--- config.mk ---
export PLATFORM = sky130hd
export DESIGN_NAME = servo_sequencer
export DESIGN_NICKNAME = d
export VERILOG_FILES = /design/src/rtl/servo_sequencer.sv
export SDC_FILE = /design/constraint.sdc
export NUM_CORES = 1
export LEC_CHECK = 0
export ABC_AREA = 1
export CORE_MARGIN = 10
export CORE_UTILIZATION = 30
export CTS_CLUSTER_DIAMETER = 150
export DETAILED_ROUTE_END_ITERATION = 8
export PLACE_DENSITY_LB_ADDON = 0.12
export SLEW_MARGIN = 25
export SYNTH_ARGS = -nofsm -noshare
export SYNTH_HDL_FRONTEND = slang
export SYNTH_SLANG_ARGS = --single-unit
--- constraint.sdc ---
create_clock -name clk -period 5.15 [get_ports clk]
set_input_delay 0.7725 -clock clk [delete_from_list [all_inputs] [get_ports clk]]
set_output_delay 0.7725 -clock clk [all_outputs]
set_load 0.05 [all_outputs]
--- src/rtl/servo_sequencer.sv ---
// servo_sequencer: NUM_CH servo PWM outputs sharing one frame counter.
// Position commands arrive over a valid/ready handshake and set a per-channel
// target width. During the first NUM_CH cycles of every frame after the first,
// each channel's current width is moved toward its target, one channel per cycle.
// Build option SERVO_SLEW_EN: when defined, each move is limited to STEP cycles
// per frame. When undefined, the current width jumps straight to the target.
module servo_sequencer #(
  parameter int FRAME_TICKS = 1000000,
  parameter int NUM_CH      = 4,
  parameter int MIN_PULSE   = 100000,
  parameter int SCALE       = 390,
  parameter int STEP        = 5000
) (
  input  logic                      clk,
  input  logic                      clr,
  input  logic                      cmd_valid,
  output logic                      cmd_ready,
  input  logic [$clog2(NUM_CH)-1:0] cmd_ch,
  input  logic [7:0]                cmd_pos,
  output logic [NUM_CH-1:0]         pwm_out,
  output logic                      frame_start,
  output logic [NUM_CH-1:0]         at_target
);

  localparam int CH_W  = $clog2(NUM_CH);
  localparam int CNT_W = $clog2(FRAME_TICKS);
  localparam int CMP_W = (CNT_W > 20) ? CNT_W : 20;
  localparam logic [CNT_W-1:0] LAST_CNT = CNT_W'(FRAME_TICKS - 1);
  localparam logic [CNT_W-1:0] LAST_CH  = CNT_W'(NUM_CH - 1);
  localparam logic [19:0] MIN_W   = 20'(MIN_PULSE);
  localparam logic [19:0] SCALE_W = 20'(SCALE);
  localparam logic [19:0] CENTER  = 20'(MIN_PULSE + 128 * SCALE);

  // The update window must finish while every output is still high, and the
  // widest pulse must end before the frame wraps.
  if ((NUM_CH < 2) || (NUM_CH > 8) || (MIN_PULSE <= NUM_CH) ||
      (MIN_PULSE + 255 * SCALE >= FRAME_TICKS) || (STEP < 1)) begin : g_bad_params
    $error("servo_sequencer: illegal parameter set");
  end

  typedef enum logic [0:0] {
    S_IDLE   = 1'b0,
    S_UPDATE = 1'b1
  } state_t;

  state_t            state_r;
  state_t            state_s;
  logic [CNT_W-1:0]  count_r;
  logic              frame_start_r;
  logic [19:0]       cur_r [NUM_CH];
  logic [19:0]       tgt_r [NUM_CH];
  logic              wrap_s;
  logic              accept_s;
  logic              upd_en_s;
  logic [19:0]       cmd_width_s;

`ifdef SERVO_SLEW_EN
  localparam logic [19:0] STEP_W = 20'(STEP);

  // Move cur toward tgt by at most STEP_W, landing exactly on tgt when close.
  function automatic logic [19:0] slew_step(input logic [19:0] cur, input logic [19:0] tgt);
    logic [19:0] nxt;
    if (tgt >= cur) begin
      if ((tgt - cur) <= STEP_W) nxt = tgt;
      else                       nxt = cur + STEP_W;
    end else begin
      if ((cur - tgt) <= STEP_W) nxt = tgt;
      else                       nxt = cur - STEP_W;
    end
    return nxt;
  endfunction
`endif

  assign wrap_s      = (count_r == LAST_CNT);
  assign accept_s    = cmd_valid & cmd_ready;
  assign cmd_width_s = MIN_W + (20'(cmd_pos) * SCALE_W);
  assign frame_start = frame_start_r;

  // Free-running frame counter and the registered start-of-frame strobe.
  always_ff @(posedge clk) begin
    if (clr) begin
      count_r       <= {CNT_W{1'b0}};
      frame_start_r <= 1'b0;
    end else begin
      if (wrap_s) count_r <= {CNT_W{1'b0}};
      else        count_r <= count_r + CNT_W'(1);
      frame_start_r <= wrap_s;
    end
  end

  // Sequencer state register.
  always_ff @(posedge clk) begin
    if (clr) state_r <= S_IDLE;
    else     state_r <= state_s;
  end

  // Next state: enter UPDATE at the wrap, leave after the last channel index.
  always_comb begin
    state_s   = state_r;
    cmd_ready = 1'b0;
    upd_en_s  = 1'b0;
    case (state_r)
      S_IDLE: begin
        cmd_ready = 1'b1;
        if (wrap_s) state_s = S_UPDATE;
        else        state_s = S_IDLE;
      end
      S_UPDATE: begin
        upd_en_s = 1'b1;
        if (count_r == LAST_CH) state_s = S_IDLE;
        else                    state_s = S_UPDATE;
      end
      default: begin
        state_s = S_IDLE;
      end
    endcase
  end

  // Capture targets on accept; move the channel indexed by count during UPDATE.
  always_ff @(posedge clk) begin
    for (int ch = 0; ch < NUM_CH; ch++) begin
      if (clr) begin
        cur_r[ch] <= CENTER;
        tgt_r[ch] <= CENTER;
      end else begin
        if (accept_s && (cmd_ch == CH_W'(ch))) tgt_r[ch] <= cmd_width_s;
        if (upd_en_s && (count_r == CNT_W'(ch))) begin
`ifdef SERVO_SLEW_EN
          cur_r[ch] <= slew_step(cur_r[ch], tgt_r[ch]);
`else
          cur_r[ch] <= tgt_r[ch];
`endif
        end
      end
    end
  end

  // Width compare against the shared counter; outputs are forced low in reset.
  always_comb begin
    pwm_out   = {NUM_CH{1'b0}};
    at_target = {NUM_CH{1'b0}};
    for (int ch = 0; ch < NUM_CH; ch++) begin
      pwm_out[ch]   = ~clr & (CMP_W'(count_r) < CMP_W'(cur_r[ch]));
      at_target[ch] = (cur_r[ch] == tgt_r[ch]);
    end
  end

endmodule

Yosys cells after proc, flatten, opt, wreduce, memory -nomap -nowiden:

Memories as Yosys holds them, arrays and structs flattened.
Cells that the tools add are included.

* $add $sub $neg: 2
* bitwise gates (word level): 15
* order comparisons: 4
* reduce and logical (&&, ||, !) cells: 11
* equality and inequality tests: 11
* multiply operators: 1
* multiplexer cells: 39

Operator list (number)
* == test 20 bit: 4
* < comparator 20 bit: 4
* two-way mux 20 bit: 4
* two-way mux 18 bit: 4
* == test 20 x 2 -> 1 bit (second input constant): 2
* two-way mux 1 bit: 30
* adder 20 x 1 -> 20 bit (second input constant): 1
* == test 20 x 1 -> 1 bit (second input constant): 1
* == test 20 bit (second input constant): 1
* zero test 20 bit: 1
* adder 17 x 17 -> 18 bit (first input constant): 1
* multiplier 8 x 8 -> 16 bit (second input constant): 1
* logical AND 1 bit: 8
* bitwise OR 1 bit: 8
* bitwise AND 1 bit: 5
* == test 2 bit (second input constant): 2
* == test 2 x 1 -> 1 bit (second input constant): 1
* zero test 2 bit: 1
* NOT 1 bit: 2
* one-hot mux 1 bit (2 select lines): 1
* OR reduction 2 bit: 1

* bits in writable memories: 152
* register bits: 22
* input bits: 13
* output and inout bits: 10
* memories: 2

Memories
* cur_r: words 4, bits a word 20, rd ports 4, clocked after memory_dff 0, wr ports 4, RTL line 50 `logic [19:0] cur_r [NUM_CH];`
* tgt_r: words 4, bits a word 18, rd ports 4, clocked after memory_dff 0, wr ports 4, RTL line 51 `logic [19:0] tgt_r [NUM_CH];`

Logic depth before layout (Yosys ltp):

* word-level depth: 7
* gate-level depth with buffers: 21

Worst setup path after synthesis:

No wires, ideal clock.

* path kind: input port to flip-flop
* start: input port cmd_pos[1]
* end: memory tgt_r[0][16] (netlist bit) (data pin)
* required time: 4884 ps
* buffers on the path: 0
* slack: 1301 ps
* cell stages on the path: 19
* data arrival time: 3583 ps
* library setup time: 266 ps
* cells stage by stage: ha_1 > ha_1 > ha_1 > inv_1 > fa_1 > inv_1 > ha_1 > nand2_1 > inv_1 > a21oi_1 > nand3_1 > nand2_1 > nand2_1 > nor2_2 > nand3_2 > nand2_1 > nand2_1 > nand2_2 > nor2_1

RTL lines
* from (decl): RTL line 19 `input logic [7:0] cmd_pos,`
* to (decl): RTL line 51

Final worst setup path:

* start: register count_r[7]
* end: output port pwm_out[0]

* cells in the longest elaborated chain, start to end: 2

RTL lines
* from (decl): RTL line 48 `logic [CNT_W-1:0] count_r;`
* from (signal assigned): RTL line 82 `count_r <= {CNT_W{1'b0}};`
* from (signal assigned): RTL line 85 `if (wrap_s) count_r <= {CNT_W{1'b0}};`
* from (signal assigned): RTL line 86 `else count_r <= count_r + CNT_W'(1);`
* < comparator 20 bit: RTL line 143 `pwm_out[ch] = ~clr & (CMP_W'(count_r) < CMP_W'(cur_r[ch]));`
* bitwise AND 1 bit: RTL line 143
* to (decl): RTL line 20 `output logic [NUM_CH-1:0] pwm_out,`

Every way passes these cells.

==> out/qor.yml <==
most-common-layout-cells: "193 x sky130_fd_sc_hd__inv_1, 183 x sky130_fd_sc_hd__nand2_1, 149 x sky130_fd_sc_hd__nor2_1"
synth.lib_cells_used.distinct: 46
reg2reg_depth: 7
top_level_ports: 23
synthCells: 1107
io_buffers: 22
final.min_clock_period_ns: 4.27
via_per_inst: 4.62
startpoint: "count_r[7]"
placeableCoreArea_um2: 32600
synth_nets: 1232
maxSlewHeadroom_pct: 43.6
power.leakage_nw: 4.86
layout-area-overhead-vs-synth_pct: 13.7
drt-total-wl_mm: 28.3
grt_first_pass_wirelength_mm: 44.0
floorplan.die_area_um2: 40800
finalHoldViolations: 0
post_cts_setup_buffer_count: 0
synth.area.top_cells: "sky130_fd_sc_hd__edfxtp_1 41%, sky130_fd_sc_hd__ha_1 14%, sky130_fd_sc_hd__inv_1 7.3%"
dp.final_hpwl_mm: 21.5
synth_top_area_share_pct: 41.1
die_height_um: 202
cts-root-buf: "sky130_fd_sc_hd__clkbuf_16"
switching_power_summed_over_all_nets_mw: 1.17
setup_repair_after_global_routing_missed_its_margin: "no"
drc: 0
antenna_found_initial: 0
achievable-frequency_mhz: 234
setup_tns_ns: 0
row_count: 66
regToRegEndpoint: "cur_r[0][8]"
ys_seq_area_share_pct: 45.6
synth-main-ff-cell: "sky130_fd_sc_hd__edfxtp_1"
wl_per_cell_um: 17.6
finClkSkew_ns: 0.0118
clock_tree_buf_depth: 2
worstSetupEndpointType: "primary output"
power_mw: 3.51
post_cts_hold_buffer_count: 0
avgSynthCellArea_um2: 8.97
start_kind: "register"
ctsResizeCount: 0
die_w_um: 202
final_setup_violation_count: 0
mostFrequentLayoutCell: "sky130_fd_sc_hd__inv_1"
layout_worst_path_cycle_share_pct: 82.9
timing.hold.worst.start: "count_r[0]"
crit_path_max_incr_delay_ns: 0.90
clk_pin_slew_ns: 0.07
synth_edf_count: 136
postSynthRegisterBits: 158
cts_tree: "built"
worstReg2RegStart: "count_r[7]"
worst_pin_slew_ns: 0.845
start_util_pct: 30.4
synth-warning-count: 0
cp_cell_sequence: "ha_1 -> a21oi_1 -> o21ai_0 -> o21ai_0 -> a21oi_1 -> nor2_1 -> nor2_1 -> nor3_1 -> clkdlybuf4s50_1"
irDropWorstVdd_mv: 0.186
worstPathMaxFanout: 9
h_tree_level_count: 4
sequentialPowerShare_pct: 43.3
netlist.top_cell.by_area: "sky130_fd_sc_hd__edfxtp_1"
internal_power_mw: 2.34
dr.pass1.iters: 5
layout.nets: 1273
grt_max_degree: 20
timing.max_cap.violations: 0
drv_slew: 0
hold-path-endpoint: "count_r[0]"
antennaDiodeCount: 0
gr_ovfl_total: 0
numClockSinks: 158
cellPowerDensity_nw_per_um2: 311
min_delay_path_depth: 1
combinationalPowerShare_pct: 22.0
worstPathRequired_ns: 4.38
drt_iter0_drc: 447
drive_above_1_share_pct: 7.75
clock_latency_ns: 0.44
worstPathArrival_ns: 3.50
setup.reg_to_reg.worst_slack_ns: 2.68
final_antenna_net_count: 0
vias_in_the_first_global_route: 7393
synth_area_um2: 9930
total_vias_in_the_final_route: 7401
cts_made_buffers: 17
worst_path_max_delay_cell: "sky130_fd_sc_hd__clkdlybuf4s50_1"
ys_async_sr_fraction_pct: 0
power.share.switching_pct: 33.3
min-delay-path-class: "reg -> reg"
timing.setup.critical_path_class: "reg -> out"
gp_routability_congestion: 0.808
grt_util_all_layers_pct: 14.2
clkPwrFrac_pct: 34.7
outcome: "finished, final reports clean"
-- state kept, by name, indices dropped and copies added, names as in the netlist --
signal       count
state_r          1
cur_r           68
tgt_r           68
count_r         20
frame_start      1
-- logic make-up (layout without fill, tap and decap cells) --
family,Yosys count,count (layout),share of synthesized area (%)
AO/OA/AOI/OAI,99,99,5.94
AND/OR/NAND/NOR,488,488,22.1
buffers and inverters,205,259,7.81
flip-flops,158,158,45.6
XOR/XNOR,45,45,4.20
adder cells (fa/ha/maj),112,112,14.4
-- critical path: cells and delay by family (launching register included) --
family / cells / cell delay [ns]
AOI/OAI and AO/OA: 4 / 0.51
and+or+nand+nor: 3 / 0.56
DFF: 1 / 0.71
adders and majority gates: 1 / 0.36
buffers and inverters: 1 / 0.90
-- routing by layer --
metal / GRT usage (%) / vias up / wire [um]
met5: 0 / - / 0
met4: 3.44 / 0 / 259
met3: 1.73 / 14 / 933
met2: 23.3 / 135 / 13200
met1: 19.3 / 3491 / 13900
li1: - / 3761 / -
-- Yosys cell counts (3+ instances only) --
master / n
sky130_fd_sc_hd__a21oi_1: 47
sky130_fd_sc_hd__nor3_1: 13
sky130_fd_sc_hd__clkbuf_1: 6
sky130_fd_sc_hd__xor2_1: 11
sky130_fd_sc_hd__nor2_1: 149
sky130_fd_sc_hd__nor4_1: 10
sky130_fd_sc_hd__o21ai_0: 15
sky130_fd_sc_hd__ha_1: 108
sky130_fd_sc_hd__o21a_1: 3
sky130_fd_sc_hd__a221oi_1: 6
sky130_fd_sc_hd__fa_1: 4
sky130_fd_sc_hd__edfxtp_1: 136
sky130_fd_sc_hd__nand2_2: 8
sky130_fd_sc_hd__a211oi_1: 6
sky130_fd_sc_hd__xnor2_1: 31
sky130_fd_sc_hd__buf_2: 5
sky130_fd_sc_hd__or2_2: 21
sky130_fd_sc_hd__nand4_1: 21
sky130_fd_sc_hd__nand3_2: 6
sky130_fd_sc_hd__dfxtp_1: 22
sky130_fd_sc_hd__or2_1: 3
sky130_fd_sc_hd__nor2_2: 5
sky130_fd_sc_hd__nand3b_1: 4
sky130_fd_sc_hd__nand3_1: 55
sky130_fd_sc_hd__nand2_1: 183
sky130_fd_sc_hd__inv_1: 193
sky130_fd_sc_hd__o22ai_1: 8
-- per-stage QoR --
stage / instance area (um^2) / utilization, % / std cells / setup slack (ns) / hold WS [ns]
2_1_floorplan: 9930 / - / 1107 / 1.30 / 0.456
3_3_place_gp: 10700 / 32.9 / 1571 / 0.402 / 0.483
3_5_place_dp: 10700 / 32.9 / 1571 / 0.424 / 0.492
4_1_cts: 11300 / 34.6 / 1603 / 0.867 / 0.505
5_1_grt: 11300 / 34.6 / 1603 / 0.521 / 0.516
6_report: 11300 / 34.6 / 1603 / 0.879 / 0.505
-- how the worst max path moves through the flow --
stage / end / slack [ns]
4_1_cts: tgt_r[3][11] / 0.87
3_5_place_dp: tgt_r[3][11] / 0.42
5_1_grt: tgt_r[3][11] / 0.52
6_report: pwm_out[0] / 0.88
3_3_place_gp: tgt_r[3][11] / 0.40
2_1_floorplan: tgt_r[0][16] / 1.30
-- power by group through the flow --
stage | clock [mW] | sequential (mW) | combinational [mW]
6_report | 1.22 | 1.52 | 0.773
5_1_grt | 1.29 | 1.53 | 0.873
4_1_cts | 1.25 | 1.52 | 0.787
3_5_place_dp | 0 | 1.55 | 0.783
3_3_place_gp | 0 | 1.55 | 0.784
2_1_floorplan | 0 | 1.52 | 0.529
-- area by class of cell --
cell class	count	area, um^2
Timing Repair Buffer	33	303
Tap cell	442	553
Clock inverter	15	125
Fill cell	3386	21300
Sequential cell	158	4520
Multi-Input combinational cell	744	4630
Clock buffer	17	425
Inverter	194	728
Power figures use the tool's default switching activity.
